File: src/rtl/lcm_pkg.sv
// Shared types and constants for the sequential LCM/GCD unit.
package lcm_pkg;

  localparam int unsigned DefaultWidth = 4;

  typedef enum logic [2:0] {
    StIdle,
    StGcd,
    StDiv,
    StMul,
    StDone
  } lcm_state_t;

endpackage

File: src/rtl/lcm_seq_if.sv
// Start/done request bus of the LCM unit: operands in, results and status out.
interface lcm_seq_if import lcm_pkg::*; #(
  parameter int unsigned WIDTH = DefaultWidth
) ();

  logic               start;
  logic [WIDTH-1:0]   a;
  logic [WIDTH-1:0]   b;
  logic               busy;
  logic               done;
  logic [WIDTH-1:0]   gcd;
  logic [2*WIDTH-1:0] lcm;

  modport master (
    output start, a, b,
    input  busy, done, gcd, lcm
  );

  modport slave (
    input  start, a, b,
    output busy, done, gcd, lcm
  );

endinterface

File: src/rtl/lcm_div_restoring.sv
// WIDTH-step restoring divider, MSB first. The load cycle already performs the
// first step, so valid rises after WIDTH-1 further edges and the quotient is
// complete in the cycle valid is high. The remainder is kept internal only.
module lcm_div_restoring import lcm_pkg::*; #(
  parameter int unsigned WIDTH = DefaultWidth
) (
  input  logic             clk,
  input  logic             rst_n,
  input  logic             load,
  input  logic [WIDTH-1:0] dividend,
  input  logic [WIDTH-1:0] divisor,
  output logic             valid,
  output logic [WIDTH-1:0] quotient
);

  localparam int unsigned CntW = $clog2(WIDTH + 1);

  logic [WIDTH-1:0] rem_q, rem_d;
  logic [WIDTH-1:0] quo_q, quo_d;
  logic [WIDTH-1:0] dsr_q, dsr_d;
  logic [CntW-1:0]  cnt_q, cnt_d;
  logic             valid_q, valid_d;

  logic [WIDTH-1:0] rem_in, quo_in, dsr_in, rem_next, quo_next;
  logic [WIDTH:0]   trial;
  logic             qbit;

  // One restoring step on either the freshly loaded operands or the running state.
  always_comb begin
    rem_in   = load ? '0       : rem_q;
    quo_in   = load ? dividend : quo_q;
    dsr_in   = load ? divisor  : dsr_q;
    trial    = {rem_in, quo_in[WIDTH-1]};
    qbit     = (trial >= {1'b0, dsr_in});
    rem_next = WIDTH'(qbit ? trial - {1'b0, dsr_in} : trial);
    quo_next = {quo_in[WIDTH-2:0], qbit};

    rem_d   = rem_q;
    quo_d   = quo_q;
    dsr_d   = dsr_q;
    cnt_d   = cnt_q;
    valid_d = valid_q;
    if (load) begin
      rem_d   = rem_next;
      quo_d   = quo_next;
      dsr_d   = divisor;
      cnt_d   = CntW'(WIDTH - 1);
      valid_d = (WIDTH == 1);
    end else if (cnt_q != '0) begin
      rem_d   = rem_next;
      quo_d   = quo_next;
      cnt_d   = cnt_q - CntW'(1);
      valid_d = (cnt_q == CntW'(1));
    end
  end

  // Divider state register.
  always_ff @(posedge clk or negedge rst_n) begin
    if (!rst_n) begin
      rem_q   <= '0;
      quo_q   <= '0;
      dsr_q   <= '0;
      cnt_q   <= '0;
      valid_q <= 1'b0;
    end else begin
      rem_q   <= rem_d;
      quo_q   <= quo_d;
      dsr_q   <= dsr_d;
      cnt_q   <= cnt_d;
      valid_q <= valid_d;
    end
  end

  assign valid    = valid_q;
  assign quotient = quo_q;

endmodule

File: src/rtl/lcm_seq.sv
// Sequential LCM: subtractive GCD, restoring a/g, then shift-add (a/g)*b.
// Results are registered only on DONE entry and hold until the next one.
module lcm_seq import lcm_pkg::*; #(
  parameter int unsigned WIDTH = DefaultWidth
) (
  input logic     clk,
  input logic     rst_n,
  lcm_seq_if.slave bus
);

  localparam int unsigned CntW = $clog2(WIDTH + 1);

  lcm_state_t         state_q, state_d;
  logic [WIDTH-1:0]   a_q, a_d, b_q, b_d;
  logic [WIDTH-1:0]   x_q, x_d, y_q, y_d, g_q, g_d;
  logic [WIDTH-1:0]   mq_q, mq_d;
  logic [2*WIDTH-1:0] acc_q, acc_d, acc_step;
  logic [CntW-1:0]    cnt_q, cnt_d;
  logic [WIDTH-1:0]   gcd_q, gcd_d;
  logic [2*WIDTH-1:0] lcm_q, lcm_d;

  logic               div_load;
  logic               div_valid;
  logic [WIDTH-1:0]   div_quo;

  lcm_div_restoring #(.WIDTH(WIDTH)) u_div (
    .clk      (clk),
    .rst_n    (rst_n),
    .load     (div_load),
    .dividend (a_q),
    .divisor  (x_q),
    .valid    (div_valid),
    .quotient (div_quo)
  );

  // Next-state and datapath: GCD loop, divider hand-off, MSB-first multiplier.
  always_comb begin
    state_d  = state_q;
    a_d      = a_q;
    b_d      = b_q;
    x_d      = x_q;
    y_d      = y_q;
    g_d      = g_q;
    mq_d     = mq_q;
    acc_d    = acc_q;
    cnt_d    = cnt_q;
    gcd_d    = gcd_q;
    lcm_d    = lcm_q;
    div_load = 1'b0;
    acc_step = {acc_q[2*WIDTH-2:0], 1'b0} + (mq_q[WIDTH-1] ? {{WIDTH{1'b0}}, b_q} : '0);

    case (state_q)
      StIdle: begin
        if (bus.start) begin
          a_d = bus.a;
          b_d = bus.b;
          if (bus.a == '0 || bus.b == '0) begin
            gcd_d   = bus.a | bus.b;
            lcm_d   = '0;
            state_d = StDone;
          end else begin
            x_d     = bus.a;
            y_d     = bus.b;
            state_d = StGcd;
          end
        end
      end
      StGcd: begin
        if (x_q == y_q) begin
          g_d      = x_q;
          div_load = 1'b1;
          state_d  = StDiv;
        end else if (x_q > y_q) begin
          x_d = x_q - y_q;
        end else begin
          y_d = y_q - x_q;
        end
      end
      StDiv: begin
        if (div_valid) begin
          mq_d    = div_quo;
          acc_d   = '0;
          cnt_d   = '0;
          state_d = StMul;
        end
      end
      StMul: begin
        acc_d = acc_step;
        mq_d  = {mq_q[WIDTH-2:0], 1'b0};
        cnt_d = cnt_q + CntW'(1);
        if (cnt_q == CntW'(WIDTH - 1)) begin
          gcd_d   = g_q;
          lcm_d   = acc_step;
          state_d = StDone;
        end
      end
      StDone:  state_d = StIdle;
      default: state_d = StIdle;
    endcase
  end

  // State and datapath registers; reset aborts any request in flight.
  always_ff @(posedge clk or negedge rst_n) begin
    if (!rst_n) begin
      state_q <= StIdle;
      a_q     <= '0;
      b_q     <= '0;
      x_q     <= '0;
      y_q     <= '0;
      g_q     <= '0;
      mq_q    <= '0;
      acc_q   <= '0;
      cnt_q   <= '0;
      gcd_q   <= '0;
      lcm_q   <= '0;
    end else begin
      state_q <= state_d;
      a_q     <= a_d;
      b_q     <= b_d;
      x_q     <= x_d;
      y_q     <= y_d;
      g_q     <= g_d;
      mq_q    <= mq_d;
      acc_q   <= acc_d;
      cnt_q   <= cnt_d;
      gcd_q   <= gcd_d;
      lcm_q   <= lcm_d;
    end
  end

  assign bus.busy = (state_q != StIdle);
  assign bus.done = (state_q == StDone);
  assign bus.gcd  = gcd_q;
  assign bus.lcm  = lcm_q;

endmodule

File: src/flat_wrapper.sv
// flat-port wrapper written by rule: the top's interface ports become plain ports
module lcm_seq_flat import lcm_pkg::*;
#(
  parameter int unsigned WIDTH = DefaultWidth
)
  (clk, rst_n, bus_start, bus_a, bus_b, bus_busy, bus_done, bus_gcd, bus_lcm);
  lcm_seq_if #(.WIDTH(WIDTH)) bus_i ();
  input logic clk;
  input logic rst_n;
  input wire logic [$bits(bus_i.start)-1:0] bus_start;
  input wire logic [$bits(bus_i.a)-1:0] bus_a;
  input wire logic [$bits(bus_i.b)-1:0] bus_b;
  output wire logic [$bits(bus_i.busy)-1:0] bus_busy;
  output wire logic [$bits(bus_i.done)-1:0] bus_done;
  output wire logic [$bits(bus_i.gcd)-1:0] bus_gcd;
  output wire logic [$bits(bus_i.lcm)-1:0] bus_lcm;
  assign bus_i.start = bus_start;
  assign bus_i.a = bus_a;
  assign bus_i.b = bus_b;
  assign bus_busy = bus_i.busy;
  assign bus_done = bus_i.done;
  assign bus_gcd = bus_i.gcd;
  assign bus_lcm = bus_i.lcm;
  lcm_seq #(.WIDTH(WIDTH)) u_core (.clk(clk), .rst_n(rst_n), .bus(bus_i));
endmodule
File: config.mk
export PLATFORM = sky130hd
export DESIGN_NAME = lcm_seq_flat
export DESIGN_NICKNAME = d
export VERILOG_FILES = /design/src/rtl/lcm_pkg.sv /design/src/rtl/lcm_seq_if.sv /design/src/rtl/lcm_div_restoring.sv /design/src/rtl/lcm_seq.sv /design/src/flat_wrapper.sv
export SDC_FILE = /design/constraint.sdc
export NUM_CORES = 1
export LEC_CHECK = 0
export ABC_AREA = 1
export ABC_CLOCK_PERIOD_IN_PS = 7500
export BUFFER_PORTS_ARGS = -buffer_cell sky130_fd_sc_hd__buf_2
export CORE_AREA = 2 2 76 78
export CTS_BUF_LIST = sky130_fd_sc_hd__clkbuf_8
export DETAILED_ROUTE_END_ITERATION = 10
export DIE_AREA = 0 0 78 80
export PLACE_DENSITY = 0.86
export SLEW_MARGIN = 10
export SYNTH_ARGS = -nofsm -noshare
export SYNTH_HDL_FRONTEND = slang
export SYNTH_SLANG_ARGS = --single-unit
File: constraint.sdc
create_clock -name clk -period 7.5 [get_ports clk]
set_input_delay 1.125 -clock clk [delete_from_list [all_inputs] [get_ports clk]]
set_output_delay 1.125 -clock clk [all_outputs]
set_load 0.005 [all_outputs]
# --- Word-level counts from Yosys, hierarchy flattened ---
# Cells that the tools add are included.
word_totals:
  in_bits: 11
  reg_bits: 65
  n_memories: 0
  latch_bits: 0
  word_cells: 103
  rom_bits: 0
  mem_bits_rw: 0
  output_inout_bits: 14
classes:
  n_lt_le_gt_ge: 2
  n_reduce_logical: 17
  n_mux: 45
  multipliers: 0
  eq_ne: 16
  n_div: 0
  bitwise_logic: 1
  shifts: 0
  add_sub_neg: 6
op_table:
  columns: ["op", "count"]
  rows:
  - ["two-way mux 4 bit", 21]
  - ["one-hot mux 4 bit (2 select lines)", 4]
  - ["two-way mux 3 bit", 8]
  - ["two-way mux 8 bit", 3]
  - ["one-hot mux 8 bit (2 select lines)", 1]
  - ["one-hot mux 7 bit (2 select lines)", 1]
  - ["one-hot mux 3 bit (4 select lines)", 1]
  - ["subtractor 4 bit", 3]
  - ["!= test 2 bit, second input constant", 5]
  - ["AND reduction 5 bit", 2]
  - ["== test 3 x 2 -> 1 bit, second input constant", 3]
  - ["adder 8 x 4 -> 8 bit", 1]
  - ["logical NOT 4 bit", 2]
  - ["!= test 2 x 1 -> 1 bit, second input constant", 4]
  - ["AND reduction 4 bit", 2]
  - ["nonzero test 2 bit", 4]
  - ["two-way mux 7 bit", 1]
  - ["== test 3 x 1 -> 1 bit, second input constant", 2]
  - ["one-hot mux 3 bit (2 select lines)", 1]
  - ["AND reduction 2 bit", 3]
  - ["nonzero test 3 bit", 2]
  - [">= comparator 5 x 4 -> 1 bit", 1]
  - ["== test 4 bit", 1]
  - ["greater-than comparator 4 bit", 1]
  - ["other kinds (7)", 10]

# --- Longest topological paths before layout ---
logic_depth:
  depth_word: 8
  ltp_mapped: 18
  depth_no_buf: 16

# --- Cells and area by module ---
# From an unflattened synthesis, not the netlist that was laid out.
unflattened:
  cells_unflattened: 446
  hier_area_um2: 3737.3
modules_own_cells:
  columns: ["module", "n_inst", "cells_per_inst", "seq_area_each_um2", "area_each_um2"]
  rows:
  - ["lcm_seq", 1, 335, 1226.2, 2743.9]
  - ["lcm_div_restoring", 1, 111, 400.4, 993.5]

# --- Worst setup path after synthesis ---
# No wires, ideal clock.
synth_timing:
  path_type: "register to register"
  startpoint: "register u_core.x_q[1]"
  endpoint: "register u_core.u_div.rem_q[2]"
  stages_incl_launch_ff: 15
  path_buffers: 1
  t_required_ns: 7.382
  arrival_ns: 2.357
  slack_ns: 5.025
  synth_period_minus_slack_ns: 2.475
  setup_time_ns: 0.118
  path_cell_list: "dfrtp_1 inv_1 ha_1 nand4_1 nor2_2 buf_2 nand2_1 nand2_1 ha_1 inv_1 fa_1 xnor2_1 nand2_1 nand3_1 nand2_1"
synth_via:
  elab_chain_cells: 8
  elab_cells_between_ends: 12
  classes_between: "1 x add/sub; 1 x order compare; 1 x eq/ne; 8 x mux; 1 x reduce/logical"
synth_rtl:
  columns: ["item", "line", "text"]
  rows:
  - ["start: declaration", "lcm_seq.sv:15", "logic [WIDTH-1:0] x_q, x_d, y_q, y_d, g_q, g_d;"]
  - ["start signal: assignment", "lcm_seq.sv:108", "x_q <= '0;"]
  - ["start signal: assignment", "lcm_seq.sv:120", "x_q <= x_d;"]
  - ["== test 4 bit", "lcm_seq.sv:69", "if (x_q == y_q) begin"]
  - ["two-way mux 1 bit", "lcm_seq.sv:69", null]
  - ["two-way mux 1 bit", "lcm_seq.sv:52", "case (state_q)"]
  - ["two-way mux 4 bit (on tied branches)", null, null]
  - ["subtractor 4 bit or >= comparator 5 x 4 -> 1 bit (tied branches)", "lcm_div_restoring.sv:35, lcm_div_restoring.sv:34", null]
  - ["two-way mux 4 bit", "lcm_div_restoring.sv:35", "rem_next = WIDTH'(qbit ? trial - {1'b0, dsr_in} : trial);"]
  - ["two-way mux 4 bit", "lcm_div_restoring.sv:49", "end else if (cnt_q != '0) begin"]
  - ["two-way mux 4 bit", "lcm_div_restoring.sv:43", "if (load) begin"]
  - ["end signal: assignment", "lcm_div_restoring.sv:66", "rem_q <= rem_d;"]
  - ["end: declaration", "lcm_div_restoring.sv:18", "logic [WIDTH-1:0] rem_q, rem_d;"]
# Parallel ways exist; a longest one is shown, timed or not. The select of a mux whose other input is x is not followed.
# A chain may end at the register's enable or synchronous reset.

# --- Final worst setup path ---
layout_timing:
  startpoint: "register u_core.x_q[1]"
  endpoint: "register u_core.u_div.quo_q[0] (netlist: u_core.u_div.quotient[0])"
layout_via:
  elab_chain_cells: 7
  elab_cells_between_ends: 10
  classes_between: "1 x order compare; 1 x eq/ne; 7 x mux; 1 x reduce/logical"
layout_rtl:
  columns: ["item", "line", "text"]
  rows:
  - ["== test 4 bit", "lcm_seq.sv:69", null]
  - ["two-way mux 1 bit", "lcm_seq.sv:69", null]
  - ["two-way mux 1 bit", "lcm_seq.sv:52", null]
  - ["two-way mux 4 bit (on tied branches)", null, null]
  - [">= comparator 5 x 4 -> 1 bit", "lcm_div_restoring.sv:34", "qbit = (trial >= {1'b0, dsr_in});"]
  - ["two-way mux 4 bit", "lcm_div_restoring.sv:49", null]
  - ["two-way mux 4 bit", "lcm_div_restoring.sv:43", null]
  - ["end signal: assignment", "lcm_div_restoring.sv:67", "quo_q <= quo_d;"]
  - ["end: declaration", "lcm_div_restoring.sv:19", "logic [WIDTH-1:0] quo_q, quo_d;"]
# Parallel ways exist; a longest one is shown, timed or not. The select of a mux whose other input is x is not followed.

==> results.md <==
- Cell mode on critical path: nand2_1
- Setup TNS: 0 ns
- Fin crit period: 3.157 ns
- HPWL Detailed: slightly below 6000 um
- Multi-input logic area: about 1600 sq um
- Worst VDD drop: 0.1085 mV
- Crit Path Category: reg2reg
- Root Buffer Master: clkbuf_8
- DR WL met2: 4088 um
- Iteration-0 DRC Markers: about 230
- Initial antenna violation count: 0
- Final Net Count: 509
- Clock share of power: 42.0%
- P_sw: about 140 uW
- Sequential fraction of design power: 55.4%
- Worst-path clk slew: 0.07 ns
- CTS HTree Levels: 3
- Min-Delay Startpoint: u_core.bus.gcd[1]
- Setup repair bufs after CTS: 0
- Fin crit share: approximately 42%
- Max_slew headroom: 46.08%
- Starting Density: approximately two thirds
- Mapped Cells: roughly 450
- P per Cell Area: 161.5 nW/um^2
- Worst hold path type: reg2reg
- Clk_lat worst skew: roughly 0.35 ns
- Std-Cell Rows: 27
- Post-DR wirelength/cell: around 14 um
- CP Cell Sequence: inv_1 > ha_1 > nand4_1 > nor2_2 > nand2_1 > o21ai_1 > inv_1 > ha_1 > a21oi_1 > nand2_1 > nand2_1 > nand3_1 > nand2_1 > o21ai_0
- DR vias/cell: 5.455
- Critical path capture point type: register
- Seq/Total Area, Yosys: 45.63%
- Slowest CP cell: nor2_2
- Lkg Pwr: 0.002113 uW
- Max-Cap Viols: 0
- Slew Viols, Final: 0
- Cts hold-fix bufs: 0
- FF+latch area: 1627 sq um
- Switching portion of total power: a little under a quarter
- Worst-margin pin slew: just over 0.8 ns
- TritonCTS clock tree: yes
- RR Endpoint: u_core.u_div.quotient[0]
- Crit path DAT: 3.37 ns
- Die height: 80 um
- Ports: 25
- Logic gate share of total power: under 10%
- Leading cell type in the layout, fill and taps excluded: nand2_1
- Gpl congestion: 0.8638
- DRC: 0
- Final hold vios: 0
- Status: finished, final reports clean
- Number of synthesis warnings: 0
- DR vias: 3,011
- Worst Skew: 0.007378 ns
- Crit path buf inv count: 2
- Grt total ovfl: 0
- Distinct cells, synth: 33
- Die area: 6240 sq um
- Startpoint types: register
- Fmax achieved: 316.8 MHz
- WHS Endpoint: u_core.bus.gcd[1]
- Vias in the first global route: between 2,000 and 3,000
- Highest routed layer: met4
- Die Wd: 78 um
- Final Setup Violations: 0
- Crit path max fanout: 16
- Total power: 632.2 uW
- Port Buffers: 24
- Hold Crit Depth: 2
- Most frequent cells in the layout: 136 x nand2_1, 65 x dfrtp_1, 64 x inv_1
- Flop2flop setup slack: 4.34 ns
- Wl on met1: roughly 3400 um
- GRT Util Overall: 28.01%
- Cell Int Power: around 490 uW
- Worst Path Required: 7.71 ns
- Worst Reg-to-Reg Cells: 14
- RSZ-0062 raised after global routing: no
- Global-route wire length before repair: 13,330 um
- CTS buffer count: 9
- Antenna cell count: 0
- Largest net degree at the start of global routing: 66
- Layout cells sized above 1: between 10% and 20%
- Synthesized area: 3565 sq um
- Clock Tree Buf Depth: 2
- DR pass1 iterations: 5
- Antenna Violating Nets Remaining: 0
- Total Wirelength: 7982 um
- Clock tree sinks: 65
- Area Overhead vs Synth: 9.828%
- Cell family with most CP delay: simple AND/OR/NAND/NOR gates
- Average size of a mapped cell: 7.975 sq um
- Filler instances: 412
- Syn Nets: 481
- Worst stage delay on the critical path: 0.47 ns
- R2R Path Start: u_core.x_q[1]
- Core area: roughly 5400 sq um
- Met3 wire len: 423 um
- Resized Gates After CTS: 0
- Number of synthesized register bits: 65
## per-layer routing
| layer | vias up | track usage, % |
|---|---|---|
| met1 | 1424 | 33.61 |
| met4 | 0 | 10.88 |
| met5 | - | 0 |
| met3 | 10 | 5.656 |
| met2 | 87 | 49.66 |
| li1 | 1490 | - |
## how the worst max path moves through the flow
stage,startpoint,end,cells after the start
finish,u_core.x_q[1],u_core.u_div.quotient[0],14
detailed placement,u_core.x_q[1],u_core.u_div.rem_q[1],15
floorplan,u_core.x_q[1],u_core.u_div.rem_q[2],14
global route,u_core.x_q[1],u_core.u_div.quotient[0],14
CTS,u_core.x_q[1],u_core.u_div.quotient[0],14
global placement,u_core.x_q[1],u_core.u_div.rem_q[1],15
## cells in the mapped netlist (all sizes together)
master	instances	area (sq um)
ha	19	237.7
nand3	29	145.1
dfrtp	65	1627
nand3b	2	15.01
xnor2	1	8.760
buf	6	38.79
nor3	2	10.01
o211ai	2	15.01
xor2	2	17.52
o21ai	56	284.0
nand4	3	18.77
o21bai	1	7.510
mux2	2	22.52
inv	65	244.0
o22ai	3	18.77
o31ai	4	30.03
nor2	23	108.9
a21oi	11	55.05
o21a	1	7.510
clkbuf	3	11.26
or2	2	12.51
fa	4	80.08
nand2	140	540.5
a22o	1	8.760
## registers in the layout (all words and copies together) (netlist names), 4 cells and up
name                   cells
u_core.bus.lcm             8
u_core.acc_q               7
u_core.a_q                 4
u_core.b_q                 4
u_core.bus.gcd             4
u_core.g_q                 4
u_core.mq_q                4
u_core.u_div.dsr_q         4
u_core.u_div.quotient      4
u_core.u_div.rem_q         4
u_core.x_q                 4
u_core.y_q                 4
## stage by stage
| stage | setup WS, ns | hold WS, ns | utilization [%] | std cells | cell area (sq um) |
|---|---|---|---|---|---|
| final | 4.343 | 0.4761 | 72.43 | 552 | 3915 |
| after global routing | 4.004 | 0.5086 | 72.43 | 552 | 3915 |
| after CTS | 4.359 | 0.4803 | 72.43 | 552 | 3915 |
| after detailed placement | 4.417 | 0.4616 | 69.19 | 536 | 3740 |
| after global placement | 4.550 | 0.4588 | 69.19 | 536 | 3740 |
| after floorplan | 5.025 | 0.4444 | - | 447 | 3565 |
## power groups by stage
stage	sequential, uW	combinational [uW]	clock, uW
floorplan	357	3.77	0
global placement	357	16.2	0
detailed placement	357	16.5	0
CTS	350	16.7	266
global route	350	18.9	281
finish	350	16.4	265
## cell type report
| type | instances | share of cell area, % |
|---|---|---|
| Clock buffer | 11 | 3.867 |
| Multi-Input combinational cell | 308 | 41.99 |
| Sequential cell | 65 | 41.55 |
| Tap cell | 72 | 2.301 |
| Timing Repair Buffer | 26 | 3.452 |
| Inverter | 65 | 6.232 |
| Clock inverter | 5 | 0.6072 |
## cells by family after synthesis
logic type / share of synthesized area (%)
buf+inv: 8.248
fa+ha+maj: 8.916
flops: 45.63
mux: 0.6318
simple gates: 23.87
compound gates: 11.97
xor+xnor: 0.7372
## worst register-to-register path: cells and delay by family (launching register included)
| family | cells | cell delay [ns] |
|---|---|---|
| and+or+nand+nor | 7 | 1.28 |
| adders and majority gates | 2 | 0.70 |
| DFF | 1 | 0.46 |
| AOI/OAI and AO/OA | 3 | 0.42 |
| buffers and inverters | 2 | 0.19 |
(Power assumes the default switching activity.)
